<file path="src/rtl/hdmi_tmds_pkg.sv">
// Shared types and constants for the HDMI TMDS transmit scheduler.
// Holds the scheduler state enum, the pixel payload struct, the fixed
// video guard-band words and the video preamble control token.
package hdmi_tmds_pkg;

    typedef enum logic [2:0] {
        ST_IDLE   = 3'd0,
        ST_CTRL   = 3'd1,
        ST_PRE    = 3'd2,
        ST_GUARD  = 3'd3,
        ST_ACTIVE = 3'd4
    } sched_state_t;

    // Upstream pixel word {R,G,B}
    typedef struct packed {
        logic [7:0] r;
        logic [7:0] g;
        logic [7:0] b;
    } rgb_t;

    localparam logic [9:0] GB_CH02 = 10'b1011001100;
    localparam logic [9:0] GB_CH1  = 10'b0100110011;

    // {CTL3,CTL2,CTL1,CTL0} during the video preamble
    localparam logic [3:0] CTL_VIDEO = 4'b0001;

    localparam int unsigned PRE_LEN = 8;
    localparam int unsigned GB_LEN  = 2;

endpackage

</file>
<file path="src/rtl/hdmi_timing_counter.sv">
// Raster position counters for the HDMI transmitter.
// Ports:
//   pclk, rst_n          clock, async active-low reset
//   run                  counters advance while high, held at 0 while low
//   start                load the line position that precedes line 0
//   h_cnt, v_cnt         current raster position
//   hs_c, vs_c           sync regions (active-high, polarity applied by the user)
//   frame_end_c          last clock of the frame
//   next_line_active_c   the line after the current one carries video
module hdmi_timing_counter #(
    parameter int unsigned H_ACTIVE = 1280,
    parameter int unsigned H_FP     = 110,
    parameter int unsigned H_SYNC   = 40,
    parameter int unsigned H_BP     = 220,
    parameter int unsigned V_ACTIVE = 720,
    parameter int unsigned V_FP     = 5,
    parameter int unsigned V_SYNC   = 5,
    parameter int unsigned V_BP     = 20,
    parameter int unsigned H_START  = 0,
    parameter int unsigned HW       = $clog2(H_ACTIVE + H_FP + H_SYNC + H_BP),
    parameter int unsigned VW       = $clog2(V_ACTIVE + V_FP + V_SYNC + V_BP)
) (
    input  logic          pclk,
    input  logic          rst_n,
    input  logic          run,
    input  logic          start,
    output logic [HW-1:0] h_cnt,
    output logic [VW-1:0] v_cnt,
    output logic          hs_c,
    output logic          vs_c,
    output logic          frame_end_c,
    output logic          next_line_active_c
);

    localparam int unsigned H_TOTAL = H_ACTIVE + H_FP + H_SYNC + H_BP;
    localparam int unsigned V_TOTAL = V_ACTIVE + V_FP + V_SYNC + V_BP;
    localparam logic [HW-1:0] H_LAST = HW'(H_TOTAL - 1);
    localparam logic [HW-1:0] H_LOAD = HW'(H_START);
    localparam logic [VW-1:0] V_LAST = VW'(V_TOTAL - 1);

    logic line_end_c;

    assign line_end_c  = (h_cnt == H_LAST);
    assign frame_end_c = line_end_c && (v_cnt == V_LAST);
    assign hs_c = (32'(h_cnt) >= H_ACTIVE + H_FP) && (32'(h_cnt) < H_ACTIVE + H_FP + H_SYNC);
    assign vs_c = (32'(v_cnt) >= V_ACTIVE + V_FP) && (32'(v_cnt) < V_ACTIVE + V_FP + V_SYNC);
    // Next line wraps to line 0 after the last line, which is always active
    assign next_line_active_c = (v_cnt == V_LAST) || (32'(v_cnt) + 32'd1 < V_ACTIVE);

    // Start places the raster on the last line, just ahead of the line-0 preamble
    always_ff @(posedge pclk or negedge rst_n) begin
        if (!rst_n) begin
            h_cnt <= '0;
            v_cnt <= '0;
        end else if (start) begin
            h_cnt <= H_LOAD;
            v_cnt <= V_LAST;
        end else if (!run) begin
            h_cnt <= '0;
            v_cnt <= '0;
        end else if (line_end_c) begin
            h_cnt <= '0;
            v_cnt <= frame_end_c ? '0 : v_cnt + VW'(1);
        end else begin
            h_cnt <= h_cnt + HW'(1);
        end
    end

endmodule

</file>
<file path="src/rtl/hdmi_tx_scheduler.sv">
// HDMI transmit scheduler: raster timing, per-line control/preamble/guard/
// active sequencing, pixel fetch and TMDS encoder input drive.
// Build option: define HDMI_GUARD_BAND_EN for HDMI mode (preamble + video
// guard band); leave undefined for DVI mode (no preamble, CTL0..3 = 0,
// gb_sel = 0, identical raster and pixel timing).
// Ports:
//   pclk, rst_n, en              clock, async reset, run enable (frame boundary)
//   pix_valid, pix_rgb, pix_req  show-ahead pixel interface {R,G,B}
//   frame_start                  first active pixel of a frame at encoder input
//   enc_de, enc_b/g/r            encoder DE and data
//   enc_ctrl0/1/2                {VS,HS}, {CTL1,CTL0}, {CTL3,CTL2}
//   gb_sel, gb_word0/1/2         guard-band override aligned to encoder output
//   underflow                    sticky: pixel requested while none valid
module hdmi_tx_scheduler
    import hdmi_tmds_pkg::*;
#(
    parameter int unsigned H_ACTIVE = 1280,
    parameter int unsigned H_FP     = 110,
    parameter int unsigned H_SYNC   = 40,
    parameter int unsigned H_BP     = 220,
    parameter int unsigned V_ACTIVE = 720,
    parameter int unsigned V_FP     = 5,
    parameter int unsigned V_SYNC   = 5,
    parameter int unsigned V_BP     = 20,
    parameter logic        HS_POL   = 1'b1,
    parameter logic        VS_POL   = 1'b1,
    parameter int unsigned ENC_LAT  = 3
) (
    input  logic        pclk,
    input  logic        rst_n,
    input  logic        en,
    input  logic        pix_valid,
    input  logic [23:0] pix_rgb,
    output logic        pix_req,
    output logic        frame_start,
    output logic        enc_de,
    output logic [7:0]  enc_b,
    output logic [7:0]  enc_g,
    output logic [7:0]  enc_r,
    output logic [1:0]  enc_ctrl0,
    output logic [1:0]  enc_ctrl1,
    output logic [1:0]  enc_ctrl2,
    output logic        gb_sel,
    output logic [9:0]  gb_word0,
    output logic [9:0]  gb_word1,
    output logic [9:0]  gb_word2,
    output logic        underflow
);

    localparam int unsigned H_TOTAL = H_ACTIVE + H_FP + H_SYNC + H_BP;
    localparam int unsigned V_TOTAL = V_ACTIVE + V_FP + V_SYNC + V_BP;
    localparam int unsigned HW      = $clog2(H_TOTAL);
    localparam int unsigned VW      = $clog2(V_TOTAL);
    localparam int unsigned H_START = H_TOTAL - PRE_LEN - GB_LEN;
    localparam logic [HW-1:0] H_LAST     = HW'(H_TOTAL - 1);
    localparam logic [HW-1:0] H_ACT_LAST = HW'(H_ACTIVE - 1);
    localparam logic [1:0]    SYNC_IDLE  = {~VS_POL, ~HS_POL};
`ifdef HDMI_GUARD_BAND_EN
    localparam int unsigned   GBW         = ENC_LAT + 1;
    localparam logic [HW-1:0] H_PRE_DECIDE = HW'(H_START - 1);
    localparam logic [HW-1:0] H_PRE_LAST   = HW'(H_TOTAL - GB_LEN - 1);
    logic                     guard_d;
    logic [GBW-1:0]           gb_pipe;
`endif

    sched_state_t  state, state_nxt;
    logic [HW-1:0] h_cnt;
    logic [VW-1:0] v_cnt;
    logic          hs_c, vs_c, frame_end_c, next_line_active_c;
    logic          cnt_start_c, cnt_run_c;
    logic          de_d, fs_d;
    logic [1:0]    ctrl0_d;
    logic [3:0]    ctl_d;
    rgb_t          px;
    logic          take_c;

    assign cnt_start_c = (state == ST_IDLE) && en;
    assign cnt_run_c   = (state_nxt != ST_IDLE);
    assign px          = pix_rgb;
    assign take_c      = pix_req && pix_valid;

    hdmi_timing_counter #(
        .H_ACTIVE (H_ACTIVE), .H_FP (H_FP), .H_SYNC (H_SYNC), .H_BP (H_BP),
        .V_ACTIVE (V_ACTIVE), .V_FP (V_FP), .V_SYNC (V_SYNC), .V_BP (V_BP),
        .H_START  (H_START),  .HW   (HW),   .VW     (VW)
    ) u_timing (
        .pclk               (pclk),
        .rst_n              (rst_n),
        .run                (cnt_run_c),
        .start              (cnt_start_c),
        .h_cnt              (h_cnt),
        .v_cnt              (v_cnt),
        .hs_c               (hs_c),
        .vs_c               (vs_c),
        .frame_end_c        (frame_end_c),
        .next_line_active_c (next_line_active_c)
    );

    // State register
    always_ff @(posedge pclk or negedge rst_n) begin
        if (!rst_n) state <= ST_IDLE;
        else        state <= state_nxt;
    end

    // Next state and next encoder-side values
    always_comb begin
        state_nxt = state;
        de_d      = 1'b0;
        fs_d      = 1'b0;
        ctrl0_d   = SYNC_IDLE;
        ctl_d     = '0;
`ifdef HDMI_GUARD_BAND_EN
        guard_d   = 1'b0;
`endif
        if (state != ST_IDLE)
            ctrl0_d = {vs_c ? VS_POL : ~VS_POL, hs_c ? HS_POL : ~HS_POL};
        case (state)
            // The enabling IDLE cycle stands in for the h=H_TOTAL-11 control cycle
`ifdef HDMI_GUARD_BAND_EN
            ST_IDLE:   if (en) state_nxt = ST_PRE;
            ST_CTRL:   if (h_cnt == H_PRE_DECIDE && next_line_active_c) state_nxt = ST_PRE;
            ST_PRE: begin
                ctl_d = CTL_VIDEO;
                if (h_cnt == H_PRE_LAST) state_nxt = ST_GUARD;
            end
            ST_GUARD: begin
                ctl_d   = CTL_VIDEO;
                guard_d = 1'b1;
                if (h_cnt == H_LAST) state_nxt = ST_ACTIVE;
            end
`else
            ST_IDLE:   if (en) state_nxt = ST_CTRL;
            ST_CTRL:   if (h_cnt == H_LAST && next_line_active_c) state_nxt = ST_ACTIVE;
`endif
            ST_ACTIVE: begin
                de_d = 1'b1;
                fs_d = (h_cnt == '0) && (v_cnt == '0);
                if (h_cnt == H_ACT_LAST) state_nxt = ST_CTRL;
            end
            default:   state_nxt = ST_IDLE;
        endcase
        // en is honoured only on the last clock of a frame
        if (state != ST_IDLE && frame_end_c && !en)
            state_nxt = ST_IDLE;
    end

    // Encoder-side output registers
    always_ff @(posedge pclk or negedge rst_n) begin
        if (!rst_n) begin
            pix_req     <= 1'b0;
            frame_start <= 1'b0;
            enc_de      <= 1'b0;
            enc_b       <= '0;
            enc_g       <= '0;
            enc_r       <= '0;
            enc_ctrl0   <= SYNC_IDLE;
            enc_ctrl1   <= '0;
            enc_ctrl2   <= '0;
            gb_word0    <= '0;
            gb_word1    <= '0;
            gb_word2    <= '0;
            underflow   <= 1'b0;
        end else begin
            pix_req     <= (state_nxt == ST_ACTIVE);
            frame_start <= fs_d;
            enc_de      <= de_d;
            enc_b       <= take_c ? px.b : '0;
            enc_g       <= take_c ? px.g : '0;
            enc_r       <= take_c ? px.r : '0;
            enc_ctrl0   <= ctrl0_d;
            enc_ctrl1   <= ctl_d[1:0];
            enc_ctrl2   <= ctl_d[3:2];
            gb_word0    <= GB_CH02;
            gb_word1    <= GB_CH1;
            gb_word2    <= GB_CH02;
            underflow   <= underflow | (pix_req & ~pix_valid);
        end
    end

`ifdef HDMI_GUARD_BAND_EN
    // Guard flag delayed to match the encoder pipeline
    always_ff @(posedge pclk or negedge rst_n) begin
        if (!rst_n) gb_pipe <= '0;
        else        gb_pipe <= (gb_pipe << 1) | GBW'(guard_d);
    end
    assign gb_sel = gb_pipe[GBW-1];
`else
    assign gb_sel = 1'b0;
`endif

endmodule
</file>
<file path="config.mk">
export PLATFORM = sky130hd
export DESIGN_NAME = hdmi_tx_scheduler
export DESIGN_NICKNAME = d
export VERILOG_FILES = /design/src/rtl/hdmi_tmds_pkg.sv /design/src/rtl/hdmi_timing_counter.sv /design/src/rtl/hdmi_tx_scheduler.sv
export SDC_FILE = /design/constraint.sdc
export NUM_CORES = 1
export LEC_CHECK = 0
export BUFFER_PORTS_ARGS = -buffer_cell sky130_fd_sc_hd__buf_2
export CAP_MARGIN = 5
export CORE_ASPECT_RATIO = 0.8
export CORE_MARGIN = 4
export CORE_UTILIZATION = 51
export CTS_CLUSTER_DIAMETER = 80
export CTS_CLUSTER_SIZE = 12
export DETAILED_ROUTE_END_ITERATION = 6
export PLACE_DENSITY = 0.88
export SYNTH_ARGS = -nofsm -noshare
export SYNTH_HDL_FRONTEND = slang
export SYNTH_SLANG_ARGS = --single-unit
</file>
<file path="constraint.sdc">
create_clock -name pclk -period 2.7 [get_ports pclk]
set_clock_uncertainty 0.2 [all_clocks]
set_input_delay 0.27 -clock pclk [delete_from_list [all_inputs] [get_ports pclk]]
set_output_delay 0.27 -clock pclk [all_outputs]
set_load 0.005 [all_outputs]
</file>
* Word level (Yosys, flattened, before mapping)
Index checks and enable logic that the tools add are counted.
Word-level totals: register bits 55, latch bits 0, bits in writable memories 0, bits in read-only memories 0, memories 0
Cells by class: $add $sub $neg 3, $mul 0, div/mod/pow operators 0, $lt $le $gt $ge 5, equality and inequality tests 7, shift operators 0, mux-type cells 20, bitwise operators 3, reduce and logical (&&, ||, !) cells 16
Operator list (number):
- $mux W10 | 4
- $mux W11 | 3
- $lt A32 B10 Y1 const B | 1
- $mux W8 | 3
- $eq A11 B11 Y1 const B | 2
- $mux W3 | 4
- $add A10 B1 Y11 const B | 1
- $add A11 B1 Y11 const B | 1
- $ge A11 B11 Y1 const B | 1
- $logic_not A11 Y1 | 1
- $lt A11 B11 Y1 const B | 1
- $add A10 B1 Y10 const B | 1
- $eq A10 B10 Y1 const B | 1
- $ge A10 B10 Y1 const B | 1
- $logic_not A10 Y1 | 1
- $lt A10 B10 Y1 const B | 1
- $logic_and A1 B1 Y1 | 9
- $pmux W3 S3 | 1
- $eq A3 B3 Y1 const B | 2
- $reduce_bool A3 Y1 | 2
- $mux W1 | 4
- $eq A3 B1 Y1 const B | 1
- $logic_not A3 Y1 | 1
- $ne A3 B3 Y1 const B | 1
- other kinds (6) | 6

* Logic depth before layout (Yosys ltp)
depth in word-level cells 10, mapped depth 9, gate-level depth less buffers 8

* Modules after synthesis
From an unflattened synthesis, not the netlist that was laid out.
Unflattened totals: cells, all modules 296, area, all modules 2910.3 um^2
By module, submodules not included:
- hdmi_tx_scheduler | instances 1, cells an instance 133, area each 1503.9 um^2
- hdmi_timing_counter | instances 1, cells an instance 163, area each 1406.3 um^2

* Least setup slack after synthesis
No wires, ideal clock.
path kind register -> register, start point register u_timing.v_cnt[1], end point register u_timing.v_cnt[0], setup time 0.131 ns, data arrival time 1.870 ns, data required time 2.369 ns, slack 0.499 ns, cell stages (with the launch flop) 8, period minus slack after synthesis 2.201 ns, cell sequence dfrtp_1 inv_1 ha_1 and4bb_2 or3b_2 nand3_1 nor2_1 or3_1
On the way: cells in the longest elaborated chain, start to end 10, elaborated cells on any way between the ends 17, classes of those cells add/sub (1); order compare (1); eq/ne (2); mux (7); reduce/logical (6)
Ends and longest elaborated chain:
- start, declared | RTL line hdmi_timing_counter.sv:28 | output logic [VW-1:0] v_cnt,
- start signal, assigned | RTL line hdmi_timing_counter.sv:63 | v_cnt <= frame_end_c ? '0 : v_cnt + VW'(1);
- $add A10 B1 Y11 | RTL line hdmi_timing_counter.sv:48 | assign next_line_active_c = (v_cnt == V_LAST) || (32'(v_cnt) + 32'd1 < V_ACTIVE);
- $lt A32 B10 Y1 | RTL line hdmi_timing_counter.sv:48
- $logic_or A1 B1 Y1 | RTL line hdmi_timing_counter.sv:48
- $logic_and A1 B1 Y1 | RTL line hdmi_tx_scheduler.sv:133 | ST_CTRL: if (h_cnt == H_LAST && next_line_active_c) state_nxt = ST_ACTIVE;
- $mux W3 | RTL line hdmi_tx_scheduler.sv:133
- $pmux W3 S3 | RTL line hdmi_tx_scheduler.sv:117 | case (state)
- $mux W3 | RTL line hdmi_tx_scheduler.sv:143 | if (state != ST_IDLE && frame_end_c && !en)
- $reduce_bool A3 Y1 | RTL line hdmi_tx_scheduler.sv:78 | assign cnt_run_c = (state_nxt != ST_IDLE);
- $mux W10 | RTL line hdmi_timing_counter.sv:58 | end else if (!run) begin
- $mux W10 | RTL line hdmi_timing_counter.sv:55 | end else if (start) begin
Parallel ways exist; a longest one is shown, timed or not. The select of a mux whose other input is x is not followed. A chain may end at the register's enable or synchronous reset.

* Worst setup path in the final report
start point register u_timing.h_cnt[2], end point register u_timing.v_cnt[8]
On the way: cells in the longest elaborated chain, start to end 8, elaborated cells on any way between the ends 16, classes of those cells eq/ne (3); mux (8); reduce/logical (5)
Ends and longest elaborated chain:
- start, declared | RTL line hdmi_timing_counter.sv:27 | output logic [HW-1:0] h_cnt,
- start signal, assigned | RTL line hdmi_timing_counter.sv:65 | h_cnt <= h_cnt + HW'(1);
- $eq A11 B11 Y1 | RTL line hdmi_timing_counter.sv:43, hdmi_tx_scheduler.sv:133
- $logic_and A1 B1 Y1, on equally long branches | RTL line hdmi_tx_scheduler.sv:133, hdmi_timing_counter.sv:44
- $mux W3 / $logic_and A1 B1 Y1 (equally long branches) | RTL line hdmi_tx_scheduler.sv:133, hdmi_tx_scheduler.sv:143
- $pmux W3 S3 / $logic_and A1 B1 Y1 (equally long branches) | RTL line hdmi_tx_scheduler.sv:117, hdmi_tx_scheduler.sv:143
- $mux W3 | RTL line hdmi_tx_scheduler.sv:143
- $reduce_bool A3 Y1 | RTL line hdmi_tx_scheduler.sv:78
- $mux W10 | RTL line hdmi_timing_counter.sv:58
- $mux W10 | RTL line hdmi_timing_counter.sv:55
Parallel ways exist; a longest one is shown, timed or not. The select of a mux whose other input is x is not followed.

==> flow_metrics.tcl <==
set metrics [dict create \
    hold_path_class "input port to flop" \
    ys_top_cells_by_count "dfrtp_1, buf_4, and3_1" \
    synth_area_sq_um 2850 \
    syn_inst 289 \
    ir_worst_vdd_mv 0.339 \
    tightest_slew_ns 0.645 \
    ys.flop_type "dfrtp_1" \
    yosys_warnings 0 \
    crit_path_start_kind "flop" \
    cts.clk_slew.worst_paths_ns 0.10 \
    coreArea_sq_um 5440 \
    finalCriticalPeriod_ns 2.47 \
    finalHoldViolCount 0 \
    worstSetupPathType "flop to flop" \
    routed_via_density 5.37 \
    dpl.hpwl_um 4720 \
    final_max_slew_viol_count 0 \
    initial_utilization 0.525 \
    synth_edf_count 0 \
    async_flop_share 1.00 \
    num_vias 2370 \
    synth_mux_area_frac 0.00395 \
    arrival_ns 2.48 \
    clock_sinks 55 \
    synth-seq-cells 55 \
    cts_tree "yes" \
    startpoint "u_timing.h_cnt[2]" \
    synth_top_family_by_area "simple AND/OR/NAND/NOR gates" \
    rrSetupSlack_ns 0.23 \
    avgSynthCellArea_sq_um 9.87 \
    post-cts-setup-buffer-count 0 \
    drt_wl_total_um 6670 \
    first_pass_iters 5 \
    cts_buffers 5 \
    synth-compound-area-share 0.0934 \
    die_h_um 74.9 \
    cts_buffer_depth 2 \
    cts-root-buf "clkbuf_8" \
    yosysTopAreaCellShare 0.482 \
    finalSetupViolations 0 \
    setup_ws_ns 0.229 \
    overflow 0 \
    max-slew-margin-rel 0.570 \
    fillers 435 \
    post_cts_resized 0 \
    r2r_start "u_timing.h_cnt[2]" \
    drt_iter0_markers 249 \
    rsz0062_at_grt "no" \
    rows 24 \
    ant_nets 0 \
    setup_tns_ns 0 \
    fmax_mhz 405 \
    drc 0 \
    status "completed" \
    yosys.cell_count.top_type "dfrtp_1" \
    gr-usage-all-layers 0.193 \
    yosys.area.top_type "dfrtp_1" \
    nets 397 \
    cp-end-kind "flop" \
    power.leakage_uw 0.00180 \
    drive_above_1_share 0.256 \
    grt_pass1_wl_um 10400 \
    grt_pass1_vias 2067 \
    synth-simple-area-share 0.238 \
    crit_path_end "u_timing.v_cnt[8]" \
    critPathRequiredTime_ns 2.71 \
    reg2reg_to "u_timing.v_cnt[8]" \
    dieArea_sq_um 6860 \
    clock_latency_ns 0.31 \
    hold_buffers 11 \
    critPathMaxFanout 14 \
    die_w_um 91.6 \
    ff2ff_path_depth 6 \
    pre_cts_slack_ns 0.296 \
    pin_count 93 \
    synthTopCellsByArea "dfrtp_1, buf_4, and3_1" \
    drv_cap 0 \
    grt_max_degree 30 \
    antenna_found_initial 0 \
    timing.final.crit_share 0.915 \
    n_antenna_cell 0 \
    wl_per_cell_um 15.1 \
    gp_congestion 0.975 \
    synthXorXnorAreaFrac 0.0307 \
    io_buffers 72 \
    synth_adder_area_share 0.0307 \
    post_synth_num_cell_types 50 \
    ys_seq_area_frac 0.482 \
    area_growth_pct 17.5 \
    power_density_nw_per_um2 463 \
    h-tree-depth 2 \
]
==> cell type report <==
type,count,area (sq um),area share
clock buffer,5,68.8,0.0205
clock inverter,3,23.8,0.00709
inverter,7,26.3,0.00784
multi-input combinational,201,1210,0.362
sequential,55,1380,0.410
tap,78,97.6,0.0291
timing repair buffer,92,546,0.163
==> per-stage QoR <==
stage,instance area (sq um),hold slack (ns),util,power [uW],instances
floorplan,2930,-0.226,-,1040,309
global placement,3120,0.132,0.574,1070,419
detailed placement,3120,0.139,0.574,1080,419
CTS,3320,0.00142,0.611,1550,438
global route,3350,-0.000252,0.617,1630,441
finish,3350,0.000465,0.617,1550,441
==> placed cells by master, fill, tap and decap left out, drive strengths merged, types with 4 or more instances in the layout <==
cell         Yosys  final
xnor2            4      4
conb             2     22
and3            29     29
o311ai           4      4
clkbuf           8      5
a21oi            7      7
nor2            21     21
dfrtp           55     55
nand2           15     15
dlygate4sd3      0     14
and2             4      4
inv              7      8
nor3             6      6
nor3b            4      4
nor4             4      4
nand3           15     15
buf             38     78
ha               7      7
o21ai           14     14
xor2             6      6
==> registers in the layout, indices dropped and copies added (netlist names) <==
name and cells:
u_timing.h_cnt 11, u_timing.v_cnt 10, enc_b 8, enc_g 8, enc_r 8, state 3
enc_ctrl0 2, enc_de 1, frame_start 1, gb_word1 1, pix_req 1, underflow 1
==> routing by layer <==
metal  wire [um]  share of wire  track usage
met5           0              0            0
met4         105          0.016       0.0502
met3         581          0.087       0.0350
met2        3230           0.48        0.326
met1        2750           0.41        0.263
==> critical path: stages, from the launching register on <==
cell	delay, ns
dfrtp_1	0.47
or4_4	0.58
nor3_4	0.32
or2b_2	0.31
or2b_4	0.22
o21ai_1	0.08
a21o_1	0.18
==> cells by family after synthesis <==
family | Yosys count
mux | 1
xor+xnor | 10
other cells | 2
fa+ha+maj | 7
flops | 55
compound gates | 42
simple gates | 119
buf+inv | 53
==> worst min path at each step <==
stage / cells after the start / slack (ns) / startpoint / endpoint
finish: 2 / 0.0005 / pix_rgb[11] / enc_g[3]
global route: 2 / -0.0003 / pix_rgb[0] / enc_b[0]
CTS: 2 / 0.001 / pix_rgb[11] / enc_g[3]
detailed placement: 1 / 0.14 / rst_n / u_timing.v_cnt[0]
global placement: 1 / 0.13 / rst_n / u_timing.v_cnt[8]
floorplan: 0 / -0.23 / rst_n / enc_b[0]
==> report_power, final <==
group / internal (uW) / leakage (uW) / switching, uW
logic: 88.0 / 0.00101 / 98.2
clock network: 186 / 0.0000408 / 280
registers: 849 / 0.000747 / 52.7
(Power assumes the default switching activity.)
